[src/rtl/fft_pkg.sv]
// fft_pkg: shared FSM encoding and length-derived helpers for the FFT sequencer.
package fft_pkg;
    typedef enum logic [1:0] {IDLE, RUN, DRAIN, DONE} state_t;
    function automatic int half_n(int log2n);
        return 1 << (log2n - 1);
    endfunction
    function automatic int cnt_w(int v);
        return (v > 1) ? $clog2(v) : 1;
    endfunction
endpackage

[src/rtl/fft_wb_delay.sv]
// fft_wb_delay: LAT-deep valid/address delay from read issue to write-back, frozen by hold.
module fft_wb_delay #(
    parameter int AW  = 3,
    parameter int LAT = 2
) (
    input  logic          clk,
    input  logic          rst,
    input  logic          hold,
    input  logic          v_i,
    input  logic [AW-1:0] a_i,
    input  logic [AW-1:0] b_i,
    output logic          v_o,
    output logic [AW-1:0] a_o,
    output logic [AW-1:0] b_o
);
    logic [LAT-1:0]         v_q;
    logic [LAT-1:0][AW-1:0] a_q;
    logic [LAT-1:0][AW-1:0] b_q;
    always_ff @(posedge clk) begin
        if (rst) begin
            v_q <= '0;
            a_q <= '0;
            b_q <= '0;
            v_o <= 1'b0;
            a_o <= '0;
            b_o <= '0;
        end else if (hold) begin
            v_o <= 1'b0;
        end else begin
            v_q[0] <= v_i;
            a_q[0] <= a_i;
            b_q[0] <= b_i;
            for (int i = 1; i < LAT; i++) begin
                v_q[i] <= v_q[i-1];
                a_q[i] <= a_q[i-1];
                b_q[i] <= b_q[i-1];
            end
            v_o <= v_q[LAT-1];
            a_o <= a_q[LAT-1];
            b_o <= b_q[LAT-1];
        end
    end
endmodule

[src/rtl/fft_bfu_seq.sv]
// fft_bfu_seq: in-place radix-2 DIT butterfly sequencer; one operand pair per cycle,
// registered read/twiddle/write-back addresses, LAT-cycle drain between stages.
module fft_bfu_seq
    import fft_pkg::*;
#(
    parameter int LOG2N = 3,
    parameter int LAT   = 2
) (
    input  logic                     clk,
    input  logic                     rst,
    input  logic                     start,
    input  logic                     hold,
    output logic                     busy,
    output logic                     done,
    output logic                     rd_en,
    output logic [LOG2N-1:0]         rd_addr_a,
    output logic [LOG2N-1:0]         rd_addr_b,
    output logic [LOG2N-2:0]         tw_addr,
    output logic [$clog2(LOG2N)-1:0] stage,
    output logic                     real_only,
    output logic                     wr_en,
    output logic [LOG2N-1:0]         wr_addr_a,
    output logic [LOG2N-1:0]         wr_addr_b
);
    localparam int AW = LOG2N;
    localparam int TW = LOG2N - 1;
    localparam int SW = $clog2(LOG2N);
    localparam int DW = cnt_w(LAT);
    localparam int HN = half_n(LOG2N);

    state_t        state_q, state_d;
    logic [TW-1:0] k_q, k_d;
    logic [SW-1:0] s_q, s_d;
    logic [DW-1:0] dc_q, dc_d;
    logic [AW-1:0] kx, span, a_d, b_d;
    logic [TW-1:0] tw_d;
    logic          rd_en_d, real_only_d, busy_d, done_d;

    always_ff @(posedge clk) begin
        if (rst) begin
            state_q   <= IDLE;
            k_q       <= '0;
            s_q       <= '0;
            dc_q      <= '0;
            busy      <= 1'b0;
            done      <= 1'b0;
            rd_en     <= 1'b0;
            real_only <= 1'b0;
            rd_addr_a <= '0;
            rd_addr_b <= '0;
            tw_addr   <= '0;
            stage     <= '0;
        end else if (hold) begin
            rd_en     <= 1'b0;
            real_only <= 1'b0;
            done      <= 1'b0;
        end else begin
            state_q   <= state_d;
            k_q       <= k_d;
            s_q       <= s_d;
            dc_q      <= dc_d;
            busy      <= busy_d;
            done      <= done_d;
            rd_en     <= rd_en_d;
            real_only <= real_only_d;
            rd_addr_a <= a_d;
            rd_addr_b <= b_d;
            tw_addr   <= tw_d;
            stage     <= s_d;
        end
    end

    always_comb begin
        state_d = state_q;
        k_d     = k_q;
        s_d     = s_q;
        dc_d    = dc_q;
        case (state_q)
            IDLE: if (start) begin
                state_d = RUN;
                k_d     = '0;
                s_d     = '0;
            end
            RUN: if (k_q == TW'(HN - 1)) begin
                state_d = DRAIN;
                dc_d    = '0;
            end else k_d = k_q + TW'(1);
            DRAIN: if (dc_q == DW'(LAT - 1)) begin
                if (s_q == SW'(LOG2N - 1)) state_d = DONE;
                else begin
                    state_d = RUN;
                    s_d     = s_q + SW'(1);
                    k_d     = '0;
                end
            end else dc_d = dc_q + DW'(1);
            default: state_d = IDLE;
        endcase
    end

    // addresses derive from the next position so they land in the same register as rd_en
    always_comb begin
        kx          = AW'(k_d);
        span        = AW'(1) << s_d;
        a_d         = (((kx >> s_d) << s_d) << 1) | (kx & (span - AW'(1)));
        b_d         = a_d | span;
        tw_d        = TW'(kx & (span - AW'(1))) << (SW'(LOG2N - 1) - s_d);
        rd_en_d     = state_d == RUN;
        real_only_d = rd_en_d && s_d == '0;
        busy_d      = state_d == RUN || state_d == DRAIN;
        done_d      = state_d == DONE;
    end

    fft_wb_delay #(.AW(AW), .LAT(LAT)) u_wb (
        .clk (clk),
        .rst (rst),
        .hold(hold),
        .v_i (rd_en_d),
        .a_i (a_d),
        .b_i (b_d),
        .v_o (wr_en),
        .a_o (wr_addr_a),
        .b_o (wr_addr_b)
    );
endmodule

[config.mk]
export PLATFORM = sky130hd
export DESIGN_NAME = fft_bfu_seq
export DESIGN_NICKNAME = d
export VERILOG_FILES = /design/src/rtl/fft_pkg.sv /design/src/rtl/fft_wb_delay.sv /design/src/rtl/fft_bfu_seq.sv
export SDC_FILE = /design/constraint.sdc
export NUM_CORES = 1
export LEC_CHECK = 0
export CAP_MARGIN = 20
export CORE_ASPECT_RATIO = 2
export CORE_MARGIN = 4
export CORE_UTILIZATION = 55
export CTS_CLUSTER_DIAMETER = 120
export DETAILED_ROUTE_END_ITERATION = 12
export PLACE_DENSITY = 0.83
export REMOVE_ABC_BUFFERS = 1
export SYNTH_ARGS = -nofsm -noshare
export SYNTH_HDL_FRONTEND = slang
export SYNTH_HIERARCHICAL = 1
export SYNTH_SLANG_ARGS = --single-unit
[constraint.sdc]
create_clock -name clk -period 3.3 [get_ports clk]
set_input_delay 0.66 -clock clk [delete_from_list [all_inputs] [get_ports clk]]
set_output_delay 0.66 -clock clk [all_outputs]
set_load 0.05 [all_outputs]
==> results of run 1 <==
## cells in the mapped netlist, drive strengths merged (2+ instances only)
cell,count,area (sq um)
nand2,8,30.03
and2,2,12.51
a22oi,2,33.78
and3,2,12.51
a211oi,3,22.52
dfxtp,40,800.8
mux2i,26,264.0
nand3,3,15.01
o21ai,5,25.02
a21oi,11,55.05
buf,5,63.81
clkbuf,5,18.77
a31oi,2,18.77
nor3b,3,32.53
nand2b,3,18.77
inv,11,41.29
nor2,32,120.1
ha,10,125.1
## power breakdown
| group | total (mW) | internal [mW] | switching [mW] | leakage [nW] |
|---|---|---|---|---|
| sequential | 0.505 | 0.496 | 0.00843 | 0.325 |
| clock | 0.391 | 0.224 | 0.167 | 0.0541 |
| combinational | 0.131 | 0.0482 | 0.0832 | 0.545 |
| total | 1.03 | 0.768 | 0.259 | 0.924 |
## critical path: stages, from the launching register on
cell and delay [ns]:
dfxtp_1 0.35, inv_1 0.12, ha_1 0.45, mux2i_2 0.20, a22oi_2 0.30, inv_1 0.12
ha_1 0.26, xor2_1 0.15, nor3_1 0.25, a31oi_2 0.10, a221oi_1 0.28
## layout make-up
type                            instances  area [sq um]  area share [%]
Timing Repair Buffer                   27         257.7           11.77
Clock buffer                            5         68.82           3.143
Multi-Input combinational cell        129         939.7           42.91
Inverter                               11         41.29           1.886
Tap cell                               31         38.79           1.771
Sequential cell                        40         800.8           36.57
Clock inverter                          3         42.54           1.943
## flip-flops by register name, indices dropped and copies added, names as in the netlist, 2 cells and up
name	count
u_wb/b_q	6
u_wb/a_o	3
rd_addr_b	3
u_wb/a_q	6
tw_addr	2
s_q	2
k_q	2
u_wb/b_o	3
state_q	2
u_wb/v_q	2
rd_addr_a	3
## kinds of logic after synthesis
family / after synthesis / share of synthesized area, %
buffers and inverters: 21 / 6.644
adders and majority gates: 10 / 6.711
DFF: 40 / 42.95
AOI/OAI and AO/OA: 33 / 13.63
xor gates and xnor gates: 1 / 0.4699
and+or+nand+nor: 58 / 14.63
muxes: 27 / 14.97
## worst max-delay path by stage
stage | endpoint | slack [ns] | cells after the start
finish | rd_addr_b[1] | 0.62 | 10
global route | rd_addr_b[1] | 0.37 | 10
CTS | rd_addr_b[1] | 0.62 | 10
detailed placement | rd_addr_b[1] | 0.41 | 9
global placement | u_wb/b_q[1] | 0.56 | 11
floorplan | u_wb/b_q[1] | 0.74 | 11
## layer usage
layer | vias up | share of wire, % | wire length (um) | GRT usage (%)
met5 | - | 0 | 0 | 0
met4 | 0 | 1.3 | 50 | 8.314
met3 | 5 | 4.2 | 158 | 3.306
met2 | 33 | 57 | 2153 | 32.51
met1 | 667 | 38 | 1430 | 18.68
li1 | 698 | - | - | -
==> metrics.md, run 1 <==
| Metric | Value |
|---|---|
| Status | `completed` |
| Ys flop type | `dfxtp_1` |
| Fmax achieved | `0.3727 GHz` |
| Util after Layout | `67.80%` |
| Gr ovfl total | `0` |
| Final cell count without fillers | `246` |
| DR iter-0 viols | `49` |
| Least-Margin Pin Slew | `0.5367 ns` |
| FF-to-FF path depth | `10` |
| Final #Nets | `between 200 and 250` |
| Critical path launch point | `state_q[0]` |
| Detailed-route wire length per cell | `approximately 15 um` |
| Post-Syn Area | `roughly 1900 sq um` |
| Drt pass-1 iters | `4` |
| Reg-to-reg setup timing slack | `0.62 ns` |
| Post-DP HPWL | `between 2000 and 3000 um` |
| Count of different cell masters after synthesis | `43` |
| # rows | `29` |
| CTS clk-pin slew, worst paths | `~0.08 ns` |
| I/O Buffers | `24` |
| R2R Path End | `rd_addr_b[1]` |
| DRT Wirelength | `3792 um` |
| Startpoint types | `register` |
| HP Start | `tw_addr[0]` |
| Diode count | `0` |
| Post-route DRC | `0` |
| TritonCTS clock tree | `done` |
| Most frequent cells in the layout | `40 x dfxtp_1, 32 x nor2_1, 25 x mux2i_1` |
| First-pass GRT wire length | `6244 um` |
| Setup TNS Final | `0 ns` |
| Cts bufs inserted | `5` |
| Clk_lat worst skew | `0.29 ns` |
| Maxcap violations | `0` |
| Crit share post-route | `roughly four fifths` |
| Leak Pwr | `0.9235 nW` |
| Share of layout cells above drive strength 1 | `around a tenth` |
| Routed Antenna Nets | `0` |
| CTS hold repair buffers | `0` |
| Final Cell Area | `2190 sq um` |
| DR vias | `between 1,000 and 1,500` |
| Placed insts | `238` |
| Clk root buf | `clkbuf_8` |
| Die X | `49.17 um` |
| Slew Limit Headroom | `64.22%` |
| Peak supply drop | `0.4411 mV` |
| Syn Area/Cell | `approximately 10 sq um` |
| Starting Density | `57.73%` |
| GRT Overall Usage | `17.73%` |
| Die footprint | `4442 sq um` |
| Min-Delay Endpoint | `tw_addr[0]` |
| Area growth from synthesis to layout | `17.45%` |
| Crit Path Category | `reg2reg` |
| CP endpoint kind | `register` |
| RSZ-0062 raised after global routing | `no` |
| Worst Hold Depth | `2` |
| Overall Power | `1.027 mW` |
| Largest net degree at the start of global routing | `38` |
| Routability cong. | `0.8591` |
| Yosys reg bits | `40` |
| Post-CTS Setup Bufs | `0` |
| CTS resizes | `0` |
| Async S/R FF share, synth | `0%` |
| DP Worst Slack | `0.4095 ns` |
| Initial antenna violation count | `0` |
| Fillers | `250` |
| CTS H-tree lvls | `2` |
| YS warnings | `6` |
| Cell Pwr Density | `469.0 nW/um^2` |
| Max-slew violations | `0` |
| Worst min-delay path category | `reg2reg` |
| Chip Height | `90.34 um` |
| Number of synthesized flops with an enable pin | `0` |
| Fin crit period | `2.683 ns` |
| Worst EP arrival | `2.87 ns` |
| Setup Viol. Count Final | `0` |
| Worst setup margin | `0.6172 ns` |
| Post-DR vias/cell | `5.703` |
| I/O pin count | `25` |
| Final Hold Fails | `0` |
| Required time of the worst setup path | `3.49 ns` |
| Commonest non-fill, non-tap cell in the layout | `dfxtp_1` |
| Vias in the first global route | `1,410` |
| Max FO, Critical Path | `9` |
| Setup Skew | `about 0.0060 ns` |
| Area after DPL | `2078 sq um` |
| Seq/Total Area, Yosys | `between 40% and 50%` |
| Hold_ws | `0.4776 ns` |
| Area of the core | `3229 sq um` |
| CTS Buffer Depth | `2` |
| Synthesized netlist cell count | `190` |
| RR Startpoint | `state_q[0]` |
| Clock sink count | `40` |
No activity file was read; power rests on OpenSTA's default activity.
==> inputs of run 2 (changes only) <==
--- a/config.mk
+++ b/config.mk
@@ -8,10 +8,10 @@
 export CAP_MARGIN = 20
 export CORE_ASPECT_RATIO = 2
 export CORE_MARGIN = 4
-export CORE_UTILIZATION = 55
+export CORE_UTILIZATION = 54
 export CTS_CLUSTER_DIAMETER = 120
 export DETAILED_ROUTE_END_ITERATION = 12
-export PLACE_DENSITY = 0.83
+export PLACE_DENSITY = 0.82
 export REMOVE_ABC_BUFFERS = 1
 export SYNTH_ARGS = -nofsm -noshare
 export SYNTH_HDL_FRONTEND = slang
==> constraint.sdc (replaced) <==
create_clock -name clk -period 2.6 [get_ports clk]
set_input_delay 0.52 -clock clk [delete_from_list [all_inputs] [get_ports clk]]
set_output_delay 0.52 -clock clk [all_outputs]
set_load 0.05 [all_outputs]
==> run 2 against run 1 <==
  * Clock skew down 0.0012 ns
  * Critical path depth up 1
  * Total power up 26%
  * First-iteration DRC count down 47%
  * Count of clock-buffer cells in the layout up 1
  * Flip-flop and latch count unchanged
  * Combinational power up 27%
  * Design area up 1.4%
  * Critical path type unchanged
  * Largest cell class unchanged
  * Largest power group unchanged
==> metrics.md, run 2 (same netlist as run 1, synthesis figures left out) <==
| Metric | Value |
|---|---|
| Worst Hold Depth | `2 (unchanged)` |
| I/O Buffers | `24 (unchanged)` |
| First-pass GRT wire length | `6009 um (was 6244 um)` |
| Post-DR vias/cell | `5.538 (was 5.703)` |
| Min-Delay Endpoint | `rd_addr_b[1] (was tw_addr[0])` |
| Final #Nets | `232 (was 228)` |
| # rows | `30 (was 29)` |
| Leak Pwr | `0.9425 nW (was 0.9235 nW)` |
| HP Start | `rd_addr_b[1] (was tw_addr[0])` |
| TritonCTS clock tree | `done (unchanged)` |
| Die footprint | `4513 sq um (was 4442 sq um)` |
| Setup TNS Final | `0 ns (unchanged)` |
| Overall Power | `1.297 mW (was 1.027 mW)` |
| Status | `completed (unchanged)` |
| Drt pass-1 iters | `4 (unchanged)` |
| Maxcap violations | `0 (unchanged)` |
| CP endpoint kind | `register (unchanged)` |
| DP Worst Slack | `-0.01723 ns (was 0.4095 ns)` |
| Clk_lat worst skew | `0.29 ns (about the same)` |
| Largest net degree at the start of global routing | `38 (unchanged)` |
| Hold_ws | `0.4767 ns (was 0.4776 ns)` |
| DRT Wirelength | `3429 um (was 3792 um)` |
| CP max stage cell | `dfxtp_1 (was ha_1)` |
| CTS hold repair buffers | `0 (unchanged)` |
| CP Cell Sequence | `inv_1, ha_1, mux2_4, a22oi_4, ha_1, xor2_1, nor3_1, a31oi_2, nand2b_1, mux2i_1, nor2_1 (was inv_1, ha_1, mux2i_2, a22oi_2, inv_1, ha_1, xor2_1, nor3_1, a31oi_2, a221oi_1)` |
| Final cell count without fillers | `251 (was 246)` |
| Required time of the worst setup path | `2.77 ns (was 3.49 ns)` |
| Starting Density | `55.19% (was 57.73%)` |
| Routability cong. | `0.8715 (was 0.8591)` |
| DR vias | `1,390 (was 1,403)` |
| Max FO, Critical Path | `6 (was 9)` |
| Area of the core | `3378 sq um (was 3229 sq um)` |
| Placed insts | `243 (was 238)` |
| DR iter-0 viols | `26 (was 49)` |
| Final Hold Fails | `0 (unchanged)` |
| Diode count | `0 (unchanged)` |
| Buffers & Inverters on Critical Path | `1 (was 2)` |
| Worst min-delay path category | `reg2reg (unchanged)` |
| Clock sink count | `40 (unchanged)` |
| CTS Buffer Depth | `2 (unchanged)` |
| Largest registers | `u_wb/a_q x6, u_wb/b_q x6 (unchanged)` |
| Worst setup margin | `0.1867 ns (was 0.6172 ns)` |
| Reg-to-reg setup timing slack | `0.19 ns (was 0.62 ns)` |
| RSZ-0062 raised after global routing | `no (unchanged)` |
| Critical path's largest stage delay | `0.38 ns (was 0.45 ns)` |
| Share of layout cells above drive strength 1 | `12.79% (was 10.70%)` |
| Most frequent cells in the layout | `39 x dfxtp_1, 32 x nor2_1, 25 x mux2i_1 (was 40 x dfxtp_1, 32 x nor2_1, 25 x mux2i_1)` |
| Util after Layout | `65.74% (was 67.80%)` |
| Final Cell Area | `2221 sq um (was 2190 sq um)` |
| CP Depth | `11 (was 10)` |
| Gr ovfl total | `0 (unchanged)` |
| Clk root buf | `clkbuf_8 (unchanged)` |
| Fin crit period | `2.413 ns (was 2.683 ns)` |
| Max-slew violations | `0 (unchanged)` |
| Peak supply drop | `0.3958 mV (was 0.4411 mV)` |
| R2R Path End | `u_wb/b_q[1] (was rd_addr_b[1])` |
| Critical path's top delay family | `adder cells (unchanged)` |
| Crit share post-route | `92.82% (was 81.30%)` |
| CTS clk-pin slew, worst paths | `0.07 ns (was 0.08 ns)` |
| Initial antenna violation count | `0 (unchanged)` |
| Worst EP arrival | `2.59 ns (was 2.87 ns)` |
| Slew Limit Headroom | `65.83% (was 64.22%)` |
| Crit Path Category | `reg2reg (unchanged)` |
| Critical path's most frequent cell | `ha_1` |
| Least-Margin Pin Slew | `0.5110 ns (was 0.5367 ns)` |
| Commonest non-fill, non-tap cell in the layout | `dfxtp_1 (unchanged)` |
| Cts bufs inserted | `5 (unchanged)` |
| Routed Antenna Nets | `0 (unchanged)` |
| Setup Skew | `0.004727 ns (was 0.005962 ns)` |
| I/O pin count | `25 (unchanged)` |
| FF-to-FF path depth | `11 (was 10)` |
| Post-DP HPWL | `2436 um (was 2709 um)` |
| Cell Pwr Density | `584.0 nW/um^2 (was 469.0 nW/um^2)` |
| Setup Viol. Count Final | `0 (unchanged)` |
| Die X | `49.55 um (was 49.17 um)` |
| CTS H-tree lvls | `2 (unchanged)` |
| Area after DPL | `2110 sq um (was 2078 sq um)` |
| Chip Height | `91.10 um (was 90.34 um)` |
| Area growth from synthesis to layout | `19.13% (was 17.45%)` |
| GRT Overall Usage | `17.10% (was 17.73%)` |
| RR Startpoint | `s_q[0] (was state_q[0])` |
| Vias in the first global route | `1,347 (was 1,410)` |
| Fmax achieved | `0.4144 GHz (was 0.3727 GHz)` |
| Post-route DRC | `0 (unchanged)` |
| Startpoint types | `register (unchanged)` |
| Detailed-route wire length per cell | `13.66 um (was 15.41 um)` |
==> run 2: cell types whose count changed in the layout (fill, tap and decap cells not counted) <==
cell,change
buf_4,+4
clkinvlp_4,-1
ha_1,-1
dfxtp_1,-1
clkbuf_1,+1
ha_2,+1
dfxtp_2,+1
==> run 2: worst min-delay path: stages, from the launching register on <==
cell      delay, ns
dfxtp_1        0.31
inv_1          0.05
a221oi_1       0.07
==> run 2: per-layer routing <==
metal  track usage (%)  vias to the layer above  part of all wire, %
met5                 0                        -                    0
met4             11.09                        0                  3.6
met3             3.777                        9                  3.0
met2             29.54                       28                   54
met1             17.93                      653                   39
li1                  -                      700                    -
==> run 2: where the power goes <==
group / switching, mW / internal (mW)
Sequential: 0.00982 / 0.630
Clock: 0.206 / 0.285
Combinational: 0.103 / 0.0647
Total: 0.318 / 0.979
==> run 2: final cells by class <==
class / instances / area, sq um
clock buffer: 6 / 72.57
fill: 277 / 1157
clock inverter: 2 / 35.03
sequential: 40 / 802.0
tap: 32 / 40.04
inverter: 11 / 41.29
timing repair buffer: 31 / 287.8
multi-input combinational: 129 / 942.2
==> run 2: how the worst max path moves through the flow <==
stage | start | endpoint | slack, ns
4_1_cts | state_q[0] | u_wb/b_q[1] | 0.09
6_report | s_q[0] | u_wb/b_q[1] | 0.19
5_1_grt | state_q[0] | rd_addr_b[1] | 0.04
2_1_floorplan | s_q[0] | u_wb/b_q[1] | 0.04
3_5_place_dp | start | u_wb/b_q[1] | -0.02
3_3_place_gp | start | u_wb/b_q[1] | 0.07
==> run 2: repair_timing <==
item	CTS	global route
gates resized for setup	0	2
buffers inserted	0	0
setup endpoints to repair	0	4
==> inputs of run 3 (changes only) <==
--- a/config.mk
+++ b/config.mk
@@ -5,10 +5,11 @@
 export SDC_FILE = /design/constraint.sdc
 export NUM_CORES = 1
 export LEC_CHECK = 0
+export ABC_AREA = 1
 export CAP_MARGIN = 20
 export CORE_ASPECT_RATIO = 2
 export CORE_MARGIN = 4
-export CORE_UTILIZATION = 54
+export CORE_UTILIZATION = 55
 export CTS_CLUSTER_DIAMETER = 120
 export DETAILED_ROUTE_END_ITERATION = 12
 export PLACE_DENSITY = 0.82
==> run 3 against run 2 <==
  * Sequential power is 5.9% higher
  * Critical path depth up 1
  * Routed wire length grew 14%
  * Worst hold slack worse by 0.023 ns
  * Design area increased by 6.1%
  * Setup slack improved by 0.21 ns
  * Critical endpoint unchanged
==> metrics.md, run 3 <==
| Metric | Value |
|---|---|
| Status | `completed (unchanged)` |
| Switching power | `448.5 uW (was 317.9 uW)` |
| Worst min-delay path category | `reg2reg (unchanged)` |
| Largest net degree at the start of global routing | `33 (was 38)` |
| Startpoint types | `register (unchanged)` |
| Maxcap violations | `0 (unchanged)` |
| R2R Path End | `u_wb/b_q[1] (unchanged)` |
| Synthesized netlist cell count | `283 (was 190)` |
| Gr ovfl total | `0 (unchanged)` |
| CTS Buffer Depth | `2 (unchanged)` |
| CTS H-tree lvls | `2 (unchanged)` |
| Setup Skew | `0.003530 ns (was 0.004727 ns)` |
| Most frequent cell after synthesis | `nand2_1 (was dfxtp_1)` |
| GRT Overall Usage | `18.69% (was 17.10%)` |
| Max FO, Critical Path | `5 (was 6)` |
| YS warnings | `6 (unchanged)` |
| Worst EP arrival | `2.38 ns (was 2.59 ns)` |
| CTS hold repair buffers | `0 (unchanged)` |
| Critical path's largest stage delay | `0.41 ns (was 0.38 ns)` |
| Post-DR vias/cell | `4.646 (was 5.538)` |
| Leak Pwr | `1.118 nW (was 0.9425 nW)` |
| Vias in the first global route | `1,635 (was 1,347)` |
| Least-Margin Pin Slew | `0.5861 ns (was 0.5110 ns)` |
| Leading area contributor after synthesis | `dfxtp_1 (unchanged)` |
| Max-slew violations | `0 (unchanged)` |
| Crit Path Category | `reg2reg (unchanged)` |
| Synth top area share | `39.83% (was 42.95%)` |
| RR Startpoint | `state_q[0] (was s_q[0])` |
| CP Depth | `12 (was 11)` |
| DRT Wirelength | `3921 um (was 3429 um)` |
| Clock network fraction of design power | `32.8% (was 37.8%)` |
| Diode count | `0 (unchanged)` |
| Cts bufs inserted | `5 (unchanged)` |
| DR iter-0 viols | `20 (was 26)` |
| FF-to-FF path depth | `12 (was 11)` |
| I/O Buffers | `24 (unchanged)` |
| Die footprint | `4746 sq um (was 4513 sq um)` |
| Die X | `50.76 um (was 49.55 um)` |
| Slew Limit Headroom | `60.88% (was 65.83%)` |
| Reg-to-reg setup timing slack | `0.40 ns (was 0.19 ns)` |
| Buffers & Inverters on Critical Path | `2 (was 1)` |
| Detailed-route wire length per cell | `11.01 um (was 13.66 um)` |
| Sw frac | `29.95% (was 24.51%)` |
| Cell Pwr Density | `635.6 nW/um^2 (was 584.0 nW/um^2)` |
| Combinational share of power | `21.9% (was 12.9%)` |
| Setup Viol. Count Final | `0 (unchanged)` |
| Routability cong. | `0.9577 (was 0.8715)` |
| Final Hold Fails | `0 (unchanged)` |
| Synth top area cells | `dfxtp_1 40%, nand2_1 12%, inv_1 9.5%, nor2_1 6.3%, ha_1 6.2% (was dfxtp_1 43%, mux2i_1 13%, ha_1 6.7%, nor2_1 6.4%, a21oi_1 3.0%)` |
| Area growth from synthesis to layout | `17.17% (was 19.13%)` |
| Area of the core | `3453 sq um (was 3378 sq um)` |
| Fmax achieved | `0.4542 GHz (was 0.4144 GHz)` |
| Number of synthesized flops with an enable pin | `0 (unchanged)` |
| Starting Density | `58.22% (was 55.19%)` |
| Post-DP HPWL | `2898 um (was 2436 um)` |
| Final Cell Area | `2356 sq um (was 2221 sq um)` |
| Largest registers | `u_wb/a_q x6, u_wb/b_q x6 (unchanged)` |
| I/O pin count | `25 (unchanged)` |
| Yosys reg bits | `40 (unchanged)` |
| Chip Height | `93.51 um (was 91.10 um)` |
| Post-route DRC | `0 (unchanged)` |
| First-pass GRT wire length | `6796 um (was 6009 um)` |
| Most frequent cells in the layout | `64 x nand2_1, 51 x inv_1, 40 x dfxtp_1 (was 39 x dfxtp_1, 32 x nor2_1, 25 x mux2i_1)` |
| Util after Layout | `68.22% (was 65.74%)` |
| Sequential Power Share | `45.3% (was 49.3%)` |
| Share of layout cells above drive strength 1 | `13.64% (was 12.79%)` |
| Clk_lat worst skew | `0.28 ns (was 0.29 ns)` |
| Count of different cell masters after synthesis | `29 (was 43)` |
| Ys flop type | `dfxtp_1 (unchanged)` |
| Post-CTS Setup Bufs | `0 (unchanged)` |
| Routed Antenna Nets | `0 (unchanged)` |
| Most frequent cells after synthesis | `64 x nand2_1, 51 x inv_1, 40 x dfxtp_1, 34 x nor2_1, 19 x nor2_2 (was 40 x dfxtp_1, 32 x nor2_1, 25 x mux2i_1, 11 x a21oi_1)` |
| CP endpoint kind | `register (unchanged)` |
| Clock sink count | `40 (unchanged)` |
| Area after DPL | `2248 sq um (was 2110 sq um)` |
| Crit share post-route | `84.68% (was 92.82%)` |
| # rows | `30 (unchanged)` |
| CP max stage cell | `dfxtp_1 (unchanged)` |
| HP Start | `u_wb/v_q[1] (was rd_addr_b[1])` |
| Overall Power | `1.498 mW (was 1.297 mW)` |
| Seq/Total Area, Yosys | `39.83% (was 42.95%)` |
| Final #Nets | `321 (was 232)` |
| RSZ-0062 raised after global routing | `no (unchanged)` |
| TritonCTS clock tree | `done (unchanged)` |
| Critical path's top delay family | `simple AND/OR/NAND/NOR gates (was adder cells)` |
| Async S/R FF share, synth | `0% (unchanged)` |
| P_int | `1.049 mW (was 979.2 uW)` |
| Worst Hold Depth | `2 (unchanged)` |
| CP Cell Sequence | `inv_1, ha_1, o21ai_1, nand2_1, nand2_4, inv_2, ha_1, xnor2_1, nand2_1, nand3_1, nor2_1, nor2_2 (was inv_1, ha_1, mux2_4, a22oi_4, ha_1, xor2_1, nor3_1, a31oi_2, nand2b_1, mux2i_1, nor2_1)` |
| Post-Syn Area | `2011 sq um (was 1864 sq um)` |
| Setup TNS Final | `0 ns (unchanged)` |
| Drt pass-1 iters | `4 (unchanged)` |
| Initial antenna violation count | `0 (unchanged)` |
| Required time of the worst setup path | `2.78 ns (was 2.77 ns)` |
| Commonest non-fill, non-tap cell in the layout | `nand2_1 (was dfxtp_1)` |
| Syn Area/Cell | `7.105 sq um (was 9.812 sq um)` |
| CTS clk-pin slew, worst paths | `0.08 ns (was 0.07 ns)` |
| Min-Delay Endpoint | `u_wb/v_o (was rd_addr_b[1])` |
| Fin crit period | `2.202 ns (was 2.413 ns)` |
| CTS resizes | `0 (unchanged)` |
| Hold_ws | `0.4535 ns (was 0.4767 ns)` |
| Clk root buf | `clkbuf_8 (unchanged)` |
| DR vias | `1,654 (was 1,390)` |
| Peak supply drop | `0.4766 mV (was 0.3958 mV)` |
run 3: cell count changes in the layout (fill, tap and decap cells not counted), moves of 4 or more:
cell and delta:
inv_1 +41, buf_4 -4, mux2i_1 -25, o21ai_0 +4
nor2_2 +19, nand2_1 +56, nand3_1 +6, o21ai_1 +5
run 3: cells by family (layout without fill, tap and decap cells):
kind of cell	count (synthesis)	after routing	synth area share (%)
AOI/OAI and AO/OA	33	33	9.645
xor gates and xnor gates	1	1	0.4357
adders and majority gates	10	10	6.223
buffers and inverters	64	89	14.06
DFF	40	40	39.83
and+or+nand+nor	135	135	29.81
run 3: tightest hold or removal path: stages (launching register included):
cell     delay, ns
dfxtp_1       0.30
inv_1         0.07
nor3_2        0.04
run 3: power by group through the flow:
stage	clock network [mW]	registers [mW]	logic [mW]
3_5_place_dp	0	0.692	0.329
3_3_place_gp	0	0.691	0.322
6_report	0.491	0.678	0.328
5_1_grt	0.527	0.684	0.366
2_1_floorplan	0	0.757	0.166
4_1_cts	0.503	0.678	0.331
run 3: worst max path at each step:
stage | startpoint | endpoint | slack, ns
floorplan | s_q[0] | u_wb/b_q[1] | 0.31
global placement | start | tw_addr[1] | 0.27
detailed placement | start | tw_addr[1] | 0.19
CTS | state_q[0] | tw_addr[1] | 0.40
global route | state_q[0] | tw_addr[1] | 0.21
finish | state_q[0] | u_wb/b_q[1] | 0.40
run 3: final cells by class:
cell class	count	area, sq um
repair buffers	27	257.7
flip-flops and latches	40	800.8
inverters	54	202.7
clock inverters	2	35.03
clock buffers	6	72.57
fillers	324	1097
multi-input cells	179	927.1
well taps	48	60.06
run 3: per-stage QoR:
stage	instances	setup WS [ns]
global route	356	0.2076
CTS	356	0.3968
floorplan	273	0.3118
finish	356	0.3984
global placement	348	0.2698
detailed placement	348	0.1882
run 3: layer usage:
layer	GRT usage, %	up-vias	wire length [um]
met3	3.668	15	120
met4	10.79	0	166
met5	0	-	0
met2	35.15	31	2119
li1	-	895	-
met1	17.99	713	1515
